<file path="config.mk">
export PLATFORM = sky130hd
export DESIGN_NAME = result_serializer
export DESIGN_NICKNAME = d
export VERILOG_FILES = /design/src/rtl/result_serializer.sv
export SDC_FILE = /design/constraint.sdc
export NUM_CORES = 1
export LEC_CHECK = 0
export CORE_MARGIN = 5
export CORE_UTILIZATION = 45
export CTS_BUF_LIST = sky130_fd_sc_hd__clkbuf_4 sky130_fd_sc_hd__clkbuf_8
export DETAILED_ROUTE_END_ITERATION = 7
export PLACE_DENSITY = 0.72
export SLEW_MARGIN = 20
export SYNTH_ARGS = -nofsm -noshare
export SYNTH_HDL_FRONTEND = slang
export SYNTH_SLANG_ARGS = --single-unit
</file>
<file path="constraint.sdc">
create_clock -name clk -period 4 [get_ports clk]
set_input_delay 0.4 -clock clk [delete_from_list [all_inputs] [get_ports clk]]
set_output_delay 0.4 -clock clk [all_outputs]
set_load 0.05 [all_outputs]
</file>
<file path="src/rtl/result_serializer.sv">
// -----------------------------------------------------------------------------
// result_serializer
//
// Captures a frame of NUM_UNITS lanes (plus one extra word) on a single load
// pulse and streams it out one lane per beat over a valid/ready handshake.
// When SEND_EXTRA is 1 the extra word follows the last lane as a final beat.
// A running checksum of transferred beats is kept for the current or most
// recent frame, and loads that arrive while a frame is in flight are dropped
// and flagged through a sticky overrun bit.
//
// Ports
//   clk        : clock, all state changes on the rising edge
//   rst_n      : asynchronous active-low reset
//   load       : capture request for result_in / extra_in (honoured in IDLE)
//   result_in  : flattened lanes, lane k at [k*DATA_WIDTH +: DATA_WIDTH]
//   extra_in   : extra word sent after the lanes when SEND_EXTRA=1
//   out_valid  : out_data/out_index/out_last hold a beat
//   out_ready  : sink accepts the current beat
//   out_data   : current beat payload
//   out_index  : lane number of the beat (NUM_UNITS for the extra word)
//   out_last   : current beat is the final beat of the frame
//   busy       : a frame is in progress
//   checksum   : modulo-2^DATA_WIDTH sum of beats transferred in this frame
//   overrun    : sticky, set when a load is dropped because busy=1
// -----------------------------------------------------------------------------
module result_serializer #(
    parameter int NUM_UNITS  = 4,
    parameter int DATA_WIDTH = 8,
    parameter int SEND_EXTRA = 1
) (
    input  logic                              clk,
    input  logic                              rst_n,
    input  logic                              load,
    input  logic [NUM_UNITS*DATA_WIDTH-1:0]   result_in,
    input  logic [DATA_WIDTH-1:0]             extra_in,
    output logic                              out_valid,
    input  logic                              out_ready,
    output logic [DATA_WIDTH-1:0]             out_data,
    output logic [$clog2(NUM_UNITS+1)-1:0]    out_index,
    output logic                              out_last,
    output logic                              busy,
    output logic [DATA_WIDTH-1:0]             checksum,
    output logic                              overrun
);

    localparam int IDX_W = $clog2(NUM_UNITS + 1);
    localparam logic [IDX_W-1:0] LAST_IDX  = IDX_W'(NUM_UNITS - 1);
    localparam logic [IDX_W-1:0] EXTRA_IDX = IDX_W'(NUM_UNITS);

    typedef enum logic [1:0] {
        IDLE  = 2'd0,
        SEND  = 2'd1,
        EXTRA = 2'd2
    } state_t;

    state_t                 state_reg,    state_next;
    logic [IDX_W-1:0]       index_reg,    index_next;
    logic [DATA_WIDTH-1:0]  checksum_reg, checksum_next;
    logic                   overrun_reg,  overrun_next;

    logic [DATA_WIDTH-1:0]  lane_in  [NUM_UNITS];
    logic [DATA_WIDTH-1:0]  lane_reg [NUM_UNITS];
    logic [DATA_WIDTH-1:0]  extra_reg;
    logic [DATA_WIDTH-1:0]  lane_sel;

    logic                   capture;
    logic                   transfer;

    // Split the flattened input bus into lanes.
    genvar gi;
    generate
        for (gi = 0; gi < NUM_UNITS; gi++) begin : g_lane_split
            assign lane_in[gi] = result_in[gi*DATA_WIDTH +: DATA_WIDTH];
        end
    endgenerate

    // Lane select as a compare-based mux so the index may be wider than
    // the lane count needs (it also has to encode the extra word).
    always_comb begin
        lane_sel = '0;
        for (int k = 0; k < NUM_UNITS; k++) begin
            if (index_reg == IDX_W'(k)) begin
                lane_sel = lane_reg[k];
            end
        end
    end

    // ------------------------------------------------------------------
    // State and control registers
    // ------------------------------------------------------------------
    always_ff @(posedge clk or negedge rst_n) begin
        if (!rst_n) begin
            state_reg    <= IDLE;
            index_reg    <= '0;
            checksum_reg <= '0;
            overrun_reg  <= 1'b0;
        end else begin
            state_reg    <= state_next;
            index_reg    <= index_next;
            checksum_reg <= checksum_next;
            overrun_reg  <= overrun_next;
        end
    end

    // ------------------------------------------------------------------
    // Capture registers: written only when a load is accepted in IDLE, so
    // later changes on result_in / extra_in cannot disturb a frame.
    // ------------------------------------------------------------------
    always_ff @(posedge clk or negedge rst_n) begin
        if (!rst_n) begin
            for (int k = 0; k < NUM_UNITS; k++) begin
                lane_reg[k] <= '0;
            end
            extra_reg <= '0;
        end else if (capture) begin
            for (int k = 0; k < NUM_UNITS; k++) begin
                lane_reg[k] <= lane_in[k];
            end
            extra_reg <= extra_in;
        end
    end

    // ------------------------------------------------------------------
    // Next-state and output decode. Outputs depend only on registered
    // state, so out_valid never looks at out_ready and a presented beat
    // cannot change until it is transferred.
    // ------------------------------------------------------------------
    always_comb begin
        state_next    = state_reg;
        index_next    = index_reg;
        checksum_next = checksum_reg;
        overrun_next  = overrun_reg;
        out_valid     = 1'b0;
        out_data      = '0;
        out_index     = '0;
        out_last      = 1'b0;
        busy          = 1'b0;
        capture       = 1'b0;
        transfer      = 1'b0;

        case (state_reg)
            IDLE: begin
                if (load) begin
                    capture       = 1'b1;
                    state_next    = SEND;
                    index_next    = '0;
                    checksum_next = '0;
                end
            end

            SEND: begin
                busy      = 1'b1;
                out_valid = 1'b1;
                out_data  = lane_sel;
                out_index = index_reg;
                out_last  = (index_reg == LAST_IDX) && (SEND_EXTRA == 0);
                transfer  = out_ready;
                // A load while busy is dropped, including on the final beat.
                if (load) begin
                    overrun_next = 1'b1;
                end
                if (transfer) begin
                    checksum_next = checksum_reg + lane_sel;
                    if (index_reg != LAST_IDX) begin
                        index_next = index_reg + 1'b1;
                    end else if (SEND_EXTRA != 0) begin
                        state_next = EXTRA;
                    end else begin
                        state_next = IDLE;
                        index_next = '0;
                    end
                end
            end

            EXTRA: begin
                busy      = 1'b1;
                out_valid = 1'b1;
                out_data  = extra_reg;
                out_index = EXTRA_IDX;
                out_last  = 1'b1;
                transfer  = out_ready;
                if (load) begin
                    overrun_next = 1'b1;
                end
                if (transfer) begin
                    checksum_next = checksum_reg + extra_reg;
                    state_next    = IDLE;
                    index_next    = '0;
                end
            end

            default: begin
                state_next = IDLE;
                index_next = '0;
            end
        endcase
    end

    assign checksum = checksum_reg;
    assign overrun  = overrun_reg;

endmodule

</file>
==> summary.md <==
| Metric | Value |
|---|---|
| CP required | `3.60 ns` |
| Die Y | `91.98 um` |
| Setup bufs post-CTS | `0` |
| Die area | `roughly 8500 um2` |
| Max-slew violation count | `0` |
| First-pass GRT wire length | `roughly 11000 um` |
| Synth Area in Adders | `7.282%` |
| CTS Hold Buffers Added | `0` |
| CTS tree | `yes` |
| Top FF cell, synth | `dfrtp_1` |
| CTS Buf Count | `5` |
| Clk pwr share | `11.2%` |
| Crit path cell chain | `ha_1 -> ha_1 -> nor2_1 -> a22oi_1 -> nand2b_1 -> a21boi_0 -> clkdlybuf4s50_1` |
| H-tree level count | `2` |
| Crit. End Element | `primary output` |
| Final Hold Vio Count | `0` |
| CP arrival | `3.18 ns` |
| Clk buf depth | `2` |
| Multiplexer area fraction after synthesis | `17.91%` |
| Die span in x | `91.98 um` |
| Root Buffer | `clkbuf_8` |
| Antenna-violating nets left | `0` |
| Dpl hpwl | `between 5000 and 6000 um` |
| Pin count of the biggest net entering global routing | `55` |
| Layout Skew | `around 0.005 ns` |
| Worst skew pair latency | `0.30 ns` |
| Crit share post-route | `89.50%` |
| Via-to-Cell Ratio | `around 5.4` |
| Worst path top cell family by delay | `buffers and inverters` |
| RePlAce Congestion | `0.8678` |
| Rows | `29` |
| Fin nets | `410` |
| Area leader, netlist | `dfrtp_1` |
| Setup_tns | `0 ns` |
| Clk slew on worst S/H paths | `0.10 ns` |
| Status | `finished, final reports clean` |
| # Max-Cap Violations | `0` |
| Yosys top cell area share | `44.68%` |
| Simple-Gate Fraction of Synth Area | `12.66%` |
| Flop pwr share | `29.2%` |
| Power per Cell Area | `just under 900 nW/um2` |
| Final wirelength | `roughly 6600 um` |
| Crit Path Max Fanout | `14` |
| Slowest cell on the critical path | `clkdlybuf4s50_1` |
| Initial antenna violation count | `0` |
| CP peak stage delay | `0.83 ns` |
| Comb power frac | `59.6%` |
| Async set or reset register ratio after synthesis | `100.0%` |
| Diode count | `0` |
| Tot GR Track Use | `between 10% and 20%` |
| DR vias | `around 2300` |
| Initial DRC Count | `96` |
| DRC viols | `0` |
| Power consumption | `3.344 mW` |
| Rel. slew slack | `between 50% and 60%` |
| Routed WL per cell | `15.49 um` |
| Clock sinks | `54` |
| Worst-margin pin slew | `0.7044 ns` |
| Setup violators final | `0` |
| Min Clock Period, post-route | `3.580 ns` |
| Post-CTS Resized | `0` |
| Area Overhead vs Synth | `27.51%` |
| DRT Pass-1 Iters | `4` |
| Worst Hold Class | `input port to async pin` |
| IO Port Bufs | `66` |
| CP Launch Type | `flop` |
| Post-synth EDFFs | `0` |
| Cell area after synthesis | `around 3000 um2` |
| Total global routing overflow | `0` |
| Xor/xnor cell area share of the yosys netlist | `0.8688%` |
| Cell mode on critical path | `ha_1` |
| Io pins | `67` |
| Peak supply drop | `~0.27 mV` |
| Sw Ratio | `43.91%` |
| Synth cell types | `36` |
| RSZ-0062 raised after global routing | `false` |
| Share of layout cells above drive strength 1 | `around 16%` |
| Initial Utilization | `46.82%` |
| Yosys warning total | `0` |
| Setup CP Type | `flop to primary output` |
| Synth Area in Compound Gates | `between 10% and 20%` |
| Post-Syn Instances | `around 290` |
| Lkg Pwr | `~1.7 nW` |
| Synthesized area per cell | `10.54 um2` |
| Sequential element share of the synthesized area | `44.68%` |
| Synth area leaders | `dfrtp_1 45%, mux2_2 15%, ha_1 6.6%` |
| Fmax achieved | `0.2793 GHz` |
| Total nets after synthesis | `348` |
| Worst Path Buf+Inv | `1` |
| Vias in the first global route | `2401` |
| Max FFs per register | `32` |
| Largest family of logic cells by synthesized area | `multiplexers` |
| Synthesis-stage register bit count | `54` |
| Core box area | `~6500 um2` |
| Sw Pwr | `~1.5 mW` |
| Int Power | `1.876 mW` |
## cell usage after synthesis, drive strengths merged (3+ instances only)
cell type and instances:
dfrtp 54, mux2 41, nand2 29, inv 20, o21ai 17, ha 16, a21oi 13, clkbuf 13
a22oi 8, and3b 8, mux2i 8, nand2b 8, a21boi 7, nor2 7, and3 4, nand3 4
a22o 3, nor2b 3, nor3 3
## layout by cell type, fill, tap and decap left out, drive strengths merged, types with 2 or more instances in the layout
cell,netlist,final
nor3,3,3
clkbuf,13,6
o21ai,17,17
xnor2,2,2
nand2,29,29
mux2,41,41
a21o,2,2
dfrtp,54,54
nand3,4,4
nor2b,3,3
ha,16,16
and3,4,4
inv,20,20
nor2,7,7
a22o,3,3
mux2i,8,8
nand2b,8,8
clkdlybuf4s50,0,65
a21oi,13,13
a211oi,2,2
a22oi,8,8
buf,1,4
a21boi,7,7
and3b,8,8
o31ai,2,2
## worst reg2reg max path, delay by kind of cell, from the launching register on
kind | cells | cell delay (ns)
flops | 1 | 0.43
xor+xnor | 1 | 0.10
mux | 1 | 0.28
buf+inv | 1 | 0.09
simple gates | 2 | 0.44
fa+ha+maj | 2 | 0.77
compound gates | 7 | 1.34
## power groups by stage
stage	sequential (mW)	clock, mW	combinational [mW]
floorplan	1.01	0	1.45
global placement	0.981	0	1.96
detailed placement	0.987	0	2.00
CTS	0.975	0.382	2.01
global route	1.01	0.408	2.19
finish	0.975	0.376	1.99
## final timing paths
check,start,end,slack [ns],cells after the start
max in group asynchronous,rst_n,lane_reg[5],3.34,2
hold / removal,rst_n,overrun,0.21,2
min in group clk,overrun,overrun,0.46,1
setup / recovery,index_reg[0],out_data[6],0.42,7
setup reg to reg,index_reg[1],checksum[7],0.44,14
hold reg to reg,overrun,overrun,0.46,1
## per-stage QoR
| stage | util (%) | hold WS, ns | cells | instance area, um2 | setup slack (ns) |
|---|---|---|---|---|---|
| 2_1_floorplan | - | 0.1044 | 287 | 3024 | 0.7063 |
| 3_3_place_gp | 57.94 | 0.4399 | 419 | 3742 | 0.5938 |
| 3_5_place_dp | 57.94 | 0.4459 | 419 | 3742 | 0.4777 |
| 4_1_cts | 59.71 | 0.2451 | 427 | 3856 | 0.4136 |
| 5_1_grt | 59.71 | 0.2849 | 427 | 3856 | 0.1072 |
| 6_report | 59.71 | 0.2098 | 427 | 3856 | 0.4199 |
## logic make-up (layout without fill, tap and decap cells)
family                     count (synthesis)  after routing
and+or+nand+nor                           72             72
DFF                                       54             54
xor gates and xnor gates                   3              3
AOI/OAI and AO/OA                         58             58
muxes                                     49             49
adders and majority gates                 17             17
buffers and inverters                     34             97
## layer usage
metal | up-vias | wire length (um) | GRT usage (%)
li1 | 1128 | - | -
met1 | 1105 | 3095 | 21.60
met2 | 58 | 3084 | 27.55
met3 | 11 | 324 | 3.764
met4 | 0 | 108 | 3.960
met5 | - | 0 | 0
## layout make-up
class / instances / area, um2
Multi-Input combinational cell: 199 / 1541
Clock buffer: 6 / 76.32
Tap cell: 77 / 96.34
Sequential cell: 54 / 1351
Clock inverter: 2 / 37.54
Timing Repair Buffer: 69 / 678.2
Fill cell: 558 / 2603
Inverter: 20 / 75.07
No activity file was read; power rests on OpenSTA's default activity.
